--- src/rtl/tr_pkg.sv ---
// Shared definitions for the tracking-controller step chain (TR, TR_pulse, ramp).
package tr_pkg;

  localparam int PW    = 17;    // period width in clk cycles
  localparam int N_MIN = 1000;  // shortest period, 50 kHz at 50 MHz
  localparam int N_MAX = 8333;  // longest period, 6 kHz; start/stop period

  typedef enum logic [2:0] {
    ST_IDLE   = 3'd0,
    ST_ACCEL  = 3'd1,
    ST_RUN    = 3'd2,
    ST_DECEL  = 3'd3,
    ST_SETTLE = 3'd4
  } ramp_state_t;

endpackage

--- src/rtl/tr_ramp_ctrl_if.sv ---
// Request/drive bundle between TR, the ramp sequencer and TR_pulse.
interface tr_ramp_ctrl_if;

  logic                   en_req;
  logic                   dir_req;
  logic [tr_pkg::PW-1:0]  n_target;
  logic                   step_done;
  logic [tr_pkg::PW-1:0]  n_out;
  logic                   drv_enable_out;
  logic                   drv_dir_out;
  logic                   busy;
  logic [2:0]             state_dbg;

  // Requesting side: TR plus the step feedback from TR_pulse
  modport master (
    output en_req, dir_req, n_target, step_done,
    input  n_out, drv_enable_out, drv_dir_out, busy, state_dbg
  );

  // The ramp sequencer itself
  modport slave (
    input  en_req, dir_req, n_target, step_done,
    output n_out, drv_enable_out, drv_dir_out, busy, state_dbg
  );

endinterface

--- src/rtl/tr_ramp_step.sv ---
// Saturating one-step move of a period toward a goal by at most STEP_DELTA.
module tr_ramp_step #(
  parameter int PW         = 17,
  parameter int STEP_DELTA = 64
) (
  input  logic [PW-1:0] cur,
  input  logic [PW-1:0] goal,
  output logic [PW-1:0] nxt
);

  logic [PW:0] diff;

  // Distance is taken in PW+1 bits so neither direction can wrap
  always_comb begin
    diff = '0;
    nxt  = cur;
    if (cur > goal) begin
      diff = {1'b0, cur} - {1'b0, goal};
      if (diff <= (PW+1)'(STEP_DELTA)) nxt = goal;
      else                             nxt = cur - PW'(STEP_DELTA);
    end else if (cur < goal) begin
      diff = {1'b0, goal} - {1'b0, cur};
      if (diff <= (PW+1)'(STEP_DELTA)) nxt = goal;
      else                             nxt = cur + PW'(STEP_DELTA);
    end
  end

endmodule

--- src/rtl/tr_ramp_ctrl.sv ---
// Step-rate ramp sequencer: slew-limits TR's period request and forces a full
// stop plus settle delay before any direction reversal.
module tr_ramp_ctrl #(
  parameter int PW         = tr_pkg::PW,
  parameter int N_MIN      = tr_pkg::N_MIN,
  parameter int N_MAX      = tr_pkg::N_MAX,
  parameter int STEP_DELTA = 64,
  parameter int DIR_SETTLE = 500
) (
  input  logic           clk,
  input  logic           rst,
  tr_ramp_ctrl_if.slave  bus
);

  import tr_pkg::*;

  localparam int CW = $clog2(DIR_SETTLE + 1);

  ramp_state_t   state_reg, state_next;
  logic [PW-1:0] n_reg, n_next;
  logic          en_reg, en_next;
  logic          dir_reg, dir_next;
  logic [CW-1:0] cnt_reg, cnt_next;

  logic [PW-1:0] tgt;
  logic [PW-1:0] goal;
  logic [PW-1:0] step_n;
  logic          run_ok;
  logic          stop_now;

  // Clamp the request and pick the goal; a stop or reversal heads for N_MAX
  always_comb begin
    if (bus.n_target < PW'(N_MIN))      tgt = PW'(N_MIN);
    else if (bus.n_target > PW'(N_MAX)) tgt = PW'(N_MAX);
    else                                tgt = bus.n_target;
    run_ok   = bus.en_req && (bus.dir_req == dir_reg);
    goal     = run_ok ? tgt : PW'(N_MAX);
    stop_now = !run_ok && (n_reg == PW'(N_MAX));
  end

  tr_ramp_step #(
    .PW         (PW),
    .STEP_DELTA (STEP_DELTA)
  ) u_step (
    .cur  (n_reg),
    .goal (goal),
    .nxt  (step_n)
  );

  // State and datapath registers
  always_ff @(posedge clk) begin
    if (rst) begin
      state_reg <= ST_IDLE;
      n_reg     <= PW'(N_MAX);
      en_reg    <= 1'b0;
      dir_reg   <= 1'b0;
      cnt_reg   <= '0;
    end else begin
      state_reg <= state_next;
      n_reg     <= n_next;
      en_reg    <= en_next;
      dir_reg   <= dir_next;
      cnt_reg   <= cnt_next;
    end
  end

  // Next-state logic: start, per-step slew, stop detection and settle countdown
  always_comb begin
    state_next = state_reg;
    n_next     = n_reg;
    en_next    = en_reg;
    dir_next   = dir_reg;
    cnt_next   = cnt_reg;
    case (state_reg)
      ST_IDLE: begin
        if (bus.en_req) begin
          dir_next   = bus.dir_req;
          en_next    = 1'b1;
          state_next = (tgt < PW'(N_MAX)) ? ST_ACCEL : ST_RUN;
        end
      end
      ST_ACCEL, ST_RUN, ST_DECEL: begin
        if (stop_now) begin
          en_next = 1'b0;
          if (!bus.en_req) begin
            state_next = ST_IDLE;
          end else begin
            state_next = ST_SETTLE;
            cnt_next   = CW'(DIR_SETTLE - 1);
          end
        end else begin
          if (bus.step_done) n_next = step_n;
          // Larger period than goal means still speeding up
          if (n_next > goal)      state_next = ST_ACCEL;
          else if (n_next < goal) state_next = ST_DECEL;
          else                    state_next = ST_RUN;
        end
      end
      ST_SETTLE: begin
        if (cnt_reg == '0) begin
          dir_next   = bus.dir_req;
          state_next = ST_IDLE;
        end else begin
          cnt_next = cnt_reg - 1'b1;
        end
      end
      default: state_next = ST_IDLE;
    endcase
  end

  // Outputs straight from registers
  always_comb begin
    bus.n_out          = n_reg;
    bus.drv_enable_out = en_reg;
    bus.drv_dir_out    = dir_reg;
    bus.busy           = (state_reg != ST_IDLE);
    bus.state_dbg      = state_reg;
  end

endmodule

--- src/flat_wrapper.sv ---
// flat-port wrapper written by rule: the top's interface ports become plain ports
module tr_ramp_ctrl_flat import tr_pkg::*;
#(
  parameter int PW         = tr_pkg::PW,
  parameter int N_MIN      = tr_pkg::N_MIN,
  parameter int N_MAX      = tr_pkg::N_MAX,
  parameter int STEP_DELTA = 64,
  parameter int DIR_SETTLE = 500
)
  (clk, rst, bus_en_req, bus_dir_req, bus_n_target, bus_step_done, bus_n_out, bus_drv_enable_out, bus_drv_dir_out, bus_busy, bus_state_dbg);
  tr_ramp_ctrl_if bus_i ();
  input  logic clk;
  input  logic rst;
  input wire logic [$bits(bus_i.en_req)-1:0] bus_en_req;
  input wire logic [$bits(bus_i.dir_req)-1:0] bus_dir_req;
  input wire logic [$bits(bus_i.n_target)-1:0] bus_n_target;
  input wire logic [$bits(bus_i.step_done)-1:0] bus_step_done;
  output wire logic [$bits(bus_i.n_out)-1:0] bus_n_out;
  output wire logic [$bits(bus_i.drv_enable_out)-1:0] bus_drv_enable_out;
  output wire logic [$bits(bus_i.drv_dir_out)-1:0] bus_drv_dir_out;
  output wire logic [$bits(bus_i.busy)-1:0] bus_busy;
  output wire logic [$bits(bus_i.state_dbg)-1:0] bus_state_dbg;
  assign bus_i.en_req = bus_en_req;
  assign bus_i.dir_req = bus_dir_req;
  assign bus_i.n_target = bus_n_target;
  assign bus_i.step_done = bus_step_done;
  assign bus_n_out = bus_i.n_out;
  assign bus_drv_enable_out = bus_i.drv_enable_out;
  assign bus_drv_dir_out = bus_i.drv_dir_out;
  assign bus_busy = bus_i.busy;
  assign bus_state_dbg = bus_i.state_dbg;
  tr_ramp_ctrl #(.PW(PW), .N_MIN(N_MIN), .N_MAX(N_MAX), .STEP_DELTA(STEP_DELTA), .DIR_SETTLE(DIR_SETTLE)) u_core (.clk(clk), .rst(rst), .bus(bus_i));
endmodule
--- config.mk ---
export PLATFORM = sky130hd
export DESIGN_NAME = tr_ramp_ctrl_flat
export DESIGN_NICKNAME = d
export VERILOG_FILES = /design/src/rtl/tr_pkg.sv /design/src/rtl/tr_ramp_ctrl_if.sv /design/src/rtl/tr_ramp_step.sv /design/src/rtl/tr_ramp_ctrl.sv /design/src/flat_wrapper.sv
export SDC_FILE = /design/constraint.sdc
export NUM_CORES = 1
export LEC_CHECK = 0
export CAP_MARGIN = 20
export CORE_ASPECT_RATIO = 0.5
export CORE_MARGIN = 2
export CORE_UTILIZATION = 43
export CTS_CLUSTER_SIZE = 8
export DETAILED_ROUTE_END_ITERATION = 8
export GPL_ROUTABILITY_DRIVEN = 0
export PLACE_DENSITY = 0.59
export RECOVER_POWER = 50
export SLEW_MARGIN = 0
export SYNTH_ARGS = -nofsm -noshare
export SYNTH_HDL_FRONTEND = slang
export SYNTH_SLANG_ARGS = --single-unit
--- constraint.sdc ---
create_clock -name clk -period 18.13 [get_ports clk]
set_clock_uncertainty 0.1 [all_clocks]
set_input_delay 5.439 -clock clk [delete_from_list [all_inputs] [get_ports clk]]
set_output_delay 5.439 -clock clk [all_outputs]
set_load 0.005 [all_outputs]
# Yosys cells after proc, flatten, opt, wreduce, memory -nomap -nowiden
# Cells that the tools add are included.
classes:
  n_addsub: 5
  bitwise: 1
  magnitude_cmp: 9
  mux: 28
  n_reduce_logical: 15
  n_eq_ne: 11
ops:
  columns: ["cell", "count"]
  rows:
  - ["17-bit 2-to-1 mux", 10]
  - ["18-bit by 7-bit less-or-equal comparator with 1-bit output (second input constant)", 2]
  - ["17-bit by 17-bit subtractor with 18-bit output", 2]
  - ["17-bit > comparator", 2]
  - ["17-bit < comparator", 2]
  - ["9-bit 2-to-1 mux", 3]
  - ["9-bit one-hot mux with 2 select lines", 1]
  - ["17-bit by 7-bit adder with 17-bit output (second input constant)", 1]
  - ["17-bit by 14-bit equality test with 1-bit output (second input constant)", 1]
  - ["17-bit by 14-bit > comparator with 1-bit output (second input constant)", 1]
  - ["17-bit by 10-bit < comparator with 1-bit output (second input constant)", 1]
  - ["17-bit by 14-bit < comparator with 1-bit output (second input constant)", 1]
  - ["17-bit by 7-bit subtractor with 17-bit output (second input constant)", 1]
  - ["3-bit 2-to-1 mux", 5]
  - ["9-bit logical NOT", 1]
  - ["3-bit one-hot mux with 3 select lines", 1]
  - ["9-bit by 1-bit subtractor with 9-bit output (second input constant)", 1]
  - ["3-bit by 2-bit equality test with 1-bit output (second input constant)", 2]
  - ["2-bit != test (second input constant)", 3]
  - ["3-bit AND reduction", 2]
  - ["2-bit nonzero test", 3]
  - ["1-bit 2-to-1 mux", 5]
  - ["2-bit by 1-bit != test with 1-bit output (second input constant)", 2]
  - ["1-bit one-hot mux with 2 select lines", 2]
  - ["other kinds (12)", 14]
totals:
  out_inout_bits: 23
  reg_bits: 31
  inputBits: 22
  elab_cells: 74

# Longest topological paths before layout
depth:
  word_depth: 17
  mapped_depth: 32
  ltp_nobuf: 30

# Hierarchy
# A second synthesis with hierarchy kept.
unflattened:
  cells_unflattened: 714
  hier_area_um2: 5036.1
by_module_without_submodules:
  columns: ["mod", "area_per_inst_um2", "cells_per_inst", "seq_area_each_um2", "instances"]
  rows:
  - ["tr_ramp_step", 2846.5, 438, 0.0, 1]
  - ["tr_ramp_ctrl", 2189.6, 276, 620.6, 1]

# Least setup slack after synthesis
# OpenSTA, ideal clock, no wires.
synth_timing:
  path_type: "in2reg"
  start: "input bus_n_target[12]"
  end: "register u_core.state_reg[0], in the netlist u_core.bus.state_dbg[0]"
  slack_ns: 6.491
  t_required_ns: 17.924
  path_buffers: 1
  t_arrival_ns: 11.433
  setup_time_ns: 0.106
  path_stages: 28
  cell_sequence: "or3_4 -> nor3_2 -> nand2_1 -> a21oi_1 -> and3_1 -> nand2_1 -> inv_1 -> ha_1 -> buf_6 -> a21o_1 -> a21o_1 -> o21ai_2 -> nand2_1 -> or3_1 -> a221o_1 -> or4_1 -> o21ai_0 -> a21oi_1 -> a21oi_1 -> ha_1 -> a21o_1 -> a21o_1 -> a221o_1 -> a2111oi_0 -> o211ai_1 -> a221oi_1 -> a211oi_1 -> o311ai_0"
synth_between:
  elab_chain_len: 17
  elab_cells_between_ends: 27
  cone_classes: "2 x add/sub; 9 x order compare; 16 x mux"
synth_rtl:
  columns: ["element", "line", "source"]
  rows:
  - ["start, declared", "flat_wrapper.sv:16", "input wire logic [$bits(bus_i.n_target)-1:0] bus_n_target;"]
  - ["17-bit by 14-bit > comparator with 1-bit output", "tr_ramp_ctrl.sv:34", "else if (bus.n_target > PW'(N_MAX)) tgt = PW'(N_MAX);"]
  - ["17-bit 2-to-1 mux", "tr_ramp_ctrl.sv:34", null]
  - ["17-bit 2-to-1 mux *", "tr_ramp_ctrl.sv:33", "if (bus.n_target < PW'(N_MIN)) tgt = PW'(N_MIN);"]
  - ["17-bit 2-to-1 mux", "tr_ramp_ctrl.sv:37", "goal = run_ok ? tgt : PW'(N_MAX);"]
  - ["17-bit by 17-bit subtractor with 18-bit output", "tr_ramp_step.sv:22", "diff = {1'b0, goal} - {1'b0, cur};"]
  - ["18-bit by 7-bit less-or-equal comparator with 1-bit output", "tr_ramp_step.sv:23", "if (diff <= (PW+1)'(STEP_DELTA)) nxt = goal;"]
  - ["17-bit 2-to-1 mux", "tr_ramp_step.sv:23", null]
  - ["17-bit 2-to-1 mux", "tr_ramp_step.sv:21", "end else if (cur < goal) begin"]
  - ["17-bit 2-to-1 mux", "tr_ramp_step.sv:17", "if (cur > goal) begin"]
  - ["17-bit 2-to-1 mux", "tr_ramp_ctrl.sv:92", "if (bus.step_done) n_next = step_n;"]
  - ["17-bit 2-to-1 mux", "tr_ramp_ctrl.sv:83", "if (stop_now) begin"]
  - ["17-bit 2-to-1 mux", "tr_ramp_ctrl.sv:74", "case (state_reg)"]
  - ["17-bit < comparator", "tr_ramp_ctrl.sv:95", "else if (n_next < goal) state_next = ST_DECEL;"]
  - ["1-bit 2-to-1 mux", "tr_ramp_ctrl.sv:95", null]
  - ["3-bit 2-to-1 mux", "tr_ramp_ctrl.sv:94", "if (n_next > goal) state_next = ST_ACCEL;"]
  - ["3-bit 2-to-1 mux", "tr_ramp_ctrl.sv:83", null]
  - ["3-bit one-hot mux with 3 select lines *", "tr_ramp_ctrl.sv:74", null]
  - ["end signal, assigned", "tr_ramp_ctrl.sv:59", "state_reg <= state_next;"]
  - ["end, declared", "tr_ramp_ctrl.sv:19", "ramp_state_t state_reg, state_next;"]
# Every way passes the cells marked *; elsewhere a longest branch is shown, timed or not. The select of a mux whose other input is x is not followed.
# A chain may end at the register's enable or synchronous reset.

# Worst setup path in the final report
# Same ends and word-level chain as after synthesis.

==> flow_summary.ini <==
[timing]
period_minus_slack_ns = 13.29
relSlewSlack_pct = 26.3
rsz0062_at_grt = no
fin_ws_ns = 4.84
hold_slack_ns = 0.378
max_freq_mhz = 75.3
finalCritPeriodShare_pct = 73.3
tightest_slew_ns = 1.10
setup_violations = 0
final_max_slew_viol_count = 0
hold_viol = 0
fin_tns_setup_ns = 0

[placed_design]
dp_slack_ns = 4.80
io_buffers = 44
place_area_mm2 = 0.00574
dpl.hpwl_um = 14200

[floorplanning]
fp.dieArea_mm2 = 0.0132
core-area_mm2 = 0.0119
die_h_um = 82.4
core.rowCount = 28
start_util_pct = 44.3
ios = 45
die_w_um = 161

[clocking]
cts_setup_buffers = 0
ctsResizeCount = 0
cts-htree-levels = 2
worst_skew_pair.late_latency_ns = 0.28
cts_buffers = 5
cts_max_path_buffers = 2
clk_pin_slew_ns = 0.05
root_buffer = clkbuf_16
cts_tree = yes
holdBufCountCts = 0
cts_sinks = 31

[setup_path]
worstPathRequired_ns = 18.20
crit_type = primary input to flip-flop
crit_path_end_kind = flip-flop
crit_slowest_cell = a21oi_1
max_stage_delay_ns = 0.81
startpoint_type = primary input
worstPathArrival_ns = 13.36
crit_fanout = 15

[logic_synthesis]
synth_edf_count = 0
async_flop_share_pct = 0
yosys_most_used_dff = dfxtp_1
synth_top_area_share_pct = 12.6
yosysMostFrequentCell = a21oi_1
syn_area_per_cell_um2 = 7.24
yosys.area.top_type = ha_1
synthTopCellsByCount = a21oi_1 (67), nand2_1 (63), inv_1 (54)
yosysWarningCount = 0
synthesis.area_mm2 = 0.00528
ys_ff_latch = 31
yosys-top-cells-area = ha_1 (13%), dfxtp_1 (12%), a21oi_1 (6.3%)
synth_cells = 729
ys_seq_area_share_pct = 11.8
ys_types = 86

[global_routing]
grt_pass1_vias = 5345
track_usage_pct = 27.7
grt_pass1_wl_um = 28800
grt_antenna_before_repair = 0
grt_overflow = 0
grt_start_max_net_pins = 27

[run]
drv_cap = 0

[power]
p_per_area_mw_per_mm2 = 152
vdd_ir_drop_max_uv = 92.4
leakage_uw = 0.00253

[final_layout]
final_area_mm2 = 0.00591
finalNetCount = 827
antennaDiodeCount = 0
largest_reg_flops = 17
multiInputGateArea_mm2 = 0.00425
register_area_um2 = 621
syn_to_final_growth_pct = 11.9
drive_gt1_share_pct = 5.44
fill_cells = 1246

[drt]
routedWlPerCell_um = 19.9
firstDrtPassIters = 5
vias = 5827
initialDrtViolationCount = 625
ant_nets = 0
vias_per_cell = 6.35
drcViolationCount = 0
drt-total-wl_um = 18300

[worst_hold_path]
hp-class = flip-flop to flip-flop

[run_status]
status = completed
-- per-layer routing --
| layer | up-vias | GRT usage (%) | share of wire, % |
|---|---|---|---|
| met5 | - | 0 | 0 |
| met4 | 0 | 5.54 | 1.1 |
| met3 | 25 | 3.65 | 10 |
| met2 | 302 | 43.1 | 41 |
| met1 | 2735 | 40.8 | 48 |
| li1 | 2765 | - | - |
-- power by group --
part | switching, uW | internal, uW
Sequential | 30.1 | 88.6
Combinational | 413 | 264
Clock | 31.8 | 68.3
-- cell usage in the layout, fill, tap and decap left out, types with 3 or more instances in the layout --
master	netlist	layout
nor4_1	7	7
a221o_1	4	4
dlygate4sd3_1	1	25
o21a_1	9	9
nor2b_1	3	3
clkdlybuf4s50_1	0	19
o21ai_0	39	39
a2111oi_0	3	3
nor2_1	52	52
or4_1	4	4
a31oi_1	10	10
nand2b_1	8	8
dfxtp_1	31	31
ha_1	53	53
inv_1	54	54
nand4_1	12	12
o21bai_1	7	7
and4_1	5	5
a211o_1	5	5
clkbuf_16	0	5
mux2i_1	18	18
and3b_1	3	3
or3_1	16	16
nor3_1	21	21
a221oi_1	3	3
and3_1	7	7
conb_1	2	9
a211oi_2	4	4
o22ai_1	3	3
o211ai_1	11	11
a21o_1	23	23
o32ai_1	9	9
a211oi_1	13	13
o31ai_1	3	3
a22oi_1	4	4
nand3_1	28	28
a21oi_1	67	67
xnor2_1	24	24
nand2_1	63	63
and2_1	6	5
-- critical path: cells and delay by family --
kind	cells	cell delay, ns
mux	1	0.31
compound gates	11	3.66
fa+ha+maj	2	0.65
buf+inv	2	0.53
simple gates	11	2.74
-- metrics by stage --
step	total power [uW]	std cells	utilization (%)
floorplan	610	736	-
global placement	780	910	48.2
detailed placement	780	910	48.2
CTS	884	918	49.6
global route	962	918	49.6
finish	896	918	49.6
-- cells by family after synthesis --
family | count (synthesis) | share of synthesized area, %
other cells | 2 | 0.142
simple gates | 252 | 24.9
buf+inv | 91 | 8.24
flops | 31 | 11.8
fa+ha+maj | 53 | 12.6
mux | 18 | 3.41
compound gates | 258 | 35.0
xor+xnor | 24 | 3.98
-- final cells by class --
cell class | count | area share, %
multi-input cells | 614 | 71.9
inverters | 54 | 3.43
repair buffers | 46 | 7.71
clock buffers | 6 | 2.35
well taps | 165 | 3.49
flip-flops and latches | 31 | 10.5
clock inverters | 2 | 0.593
-- path summary, 6_finish.rpt --
path / startpoint / end / slack, ns / depth (start not counted)
max: bus_n_target[12] / u_core.bus.state_dbg[0]$_SDFFE_PP0P_ / 4.84 / 27
min: u_core.cnt_reg[7]$_SDFFE_PP0P_ / u_core.cnt_reg[7]$_SDFFE_PP0P_ / 0.38 / 2
max reg2reg: u_core.bus.drv_dir_out$_SDFFE_PP0P_ / u_core.bus.state_dbg[0]$_SDFFE_PP0P_ / 10.71 / 24
min reg2reg: u_core.cnt_reg[7]$_SDFFE_PP0P_ / u_core.cnt_reg[7]$_SDFFE_PP0P_ / 0.38 / 2
Power figures use the tool's default switching activity.
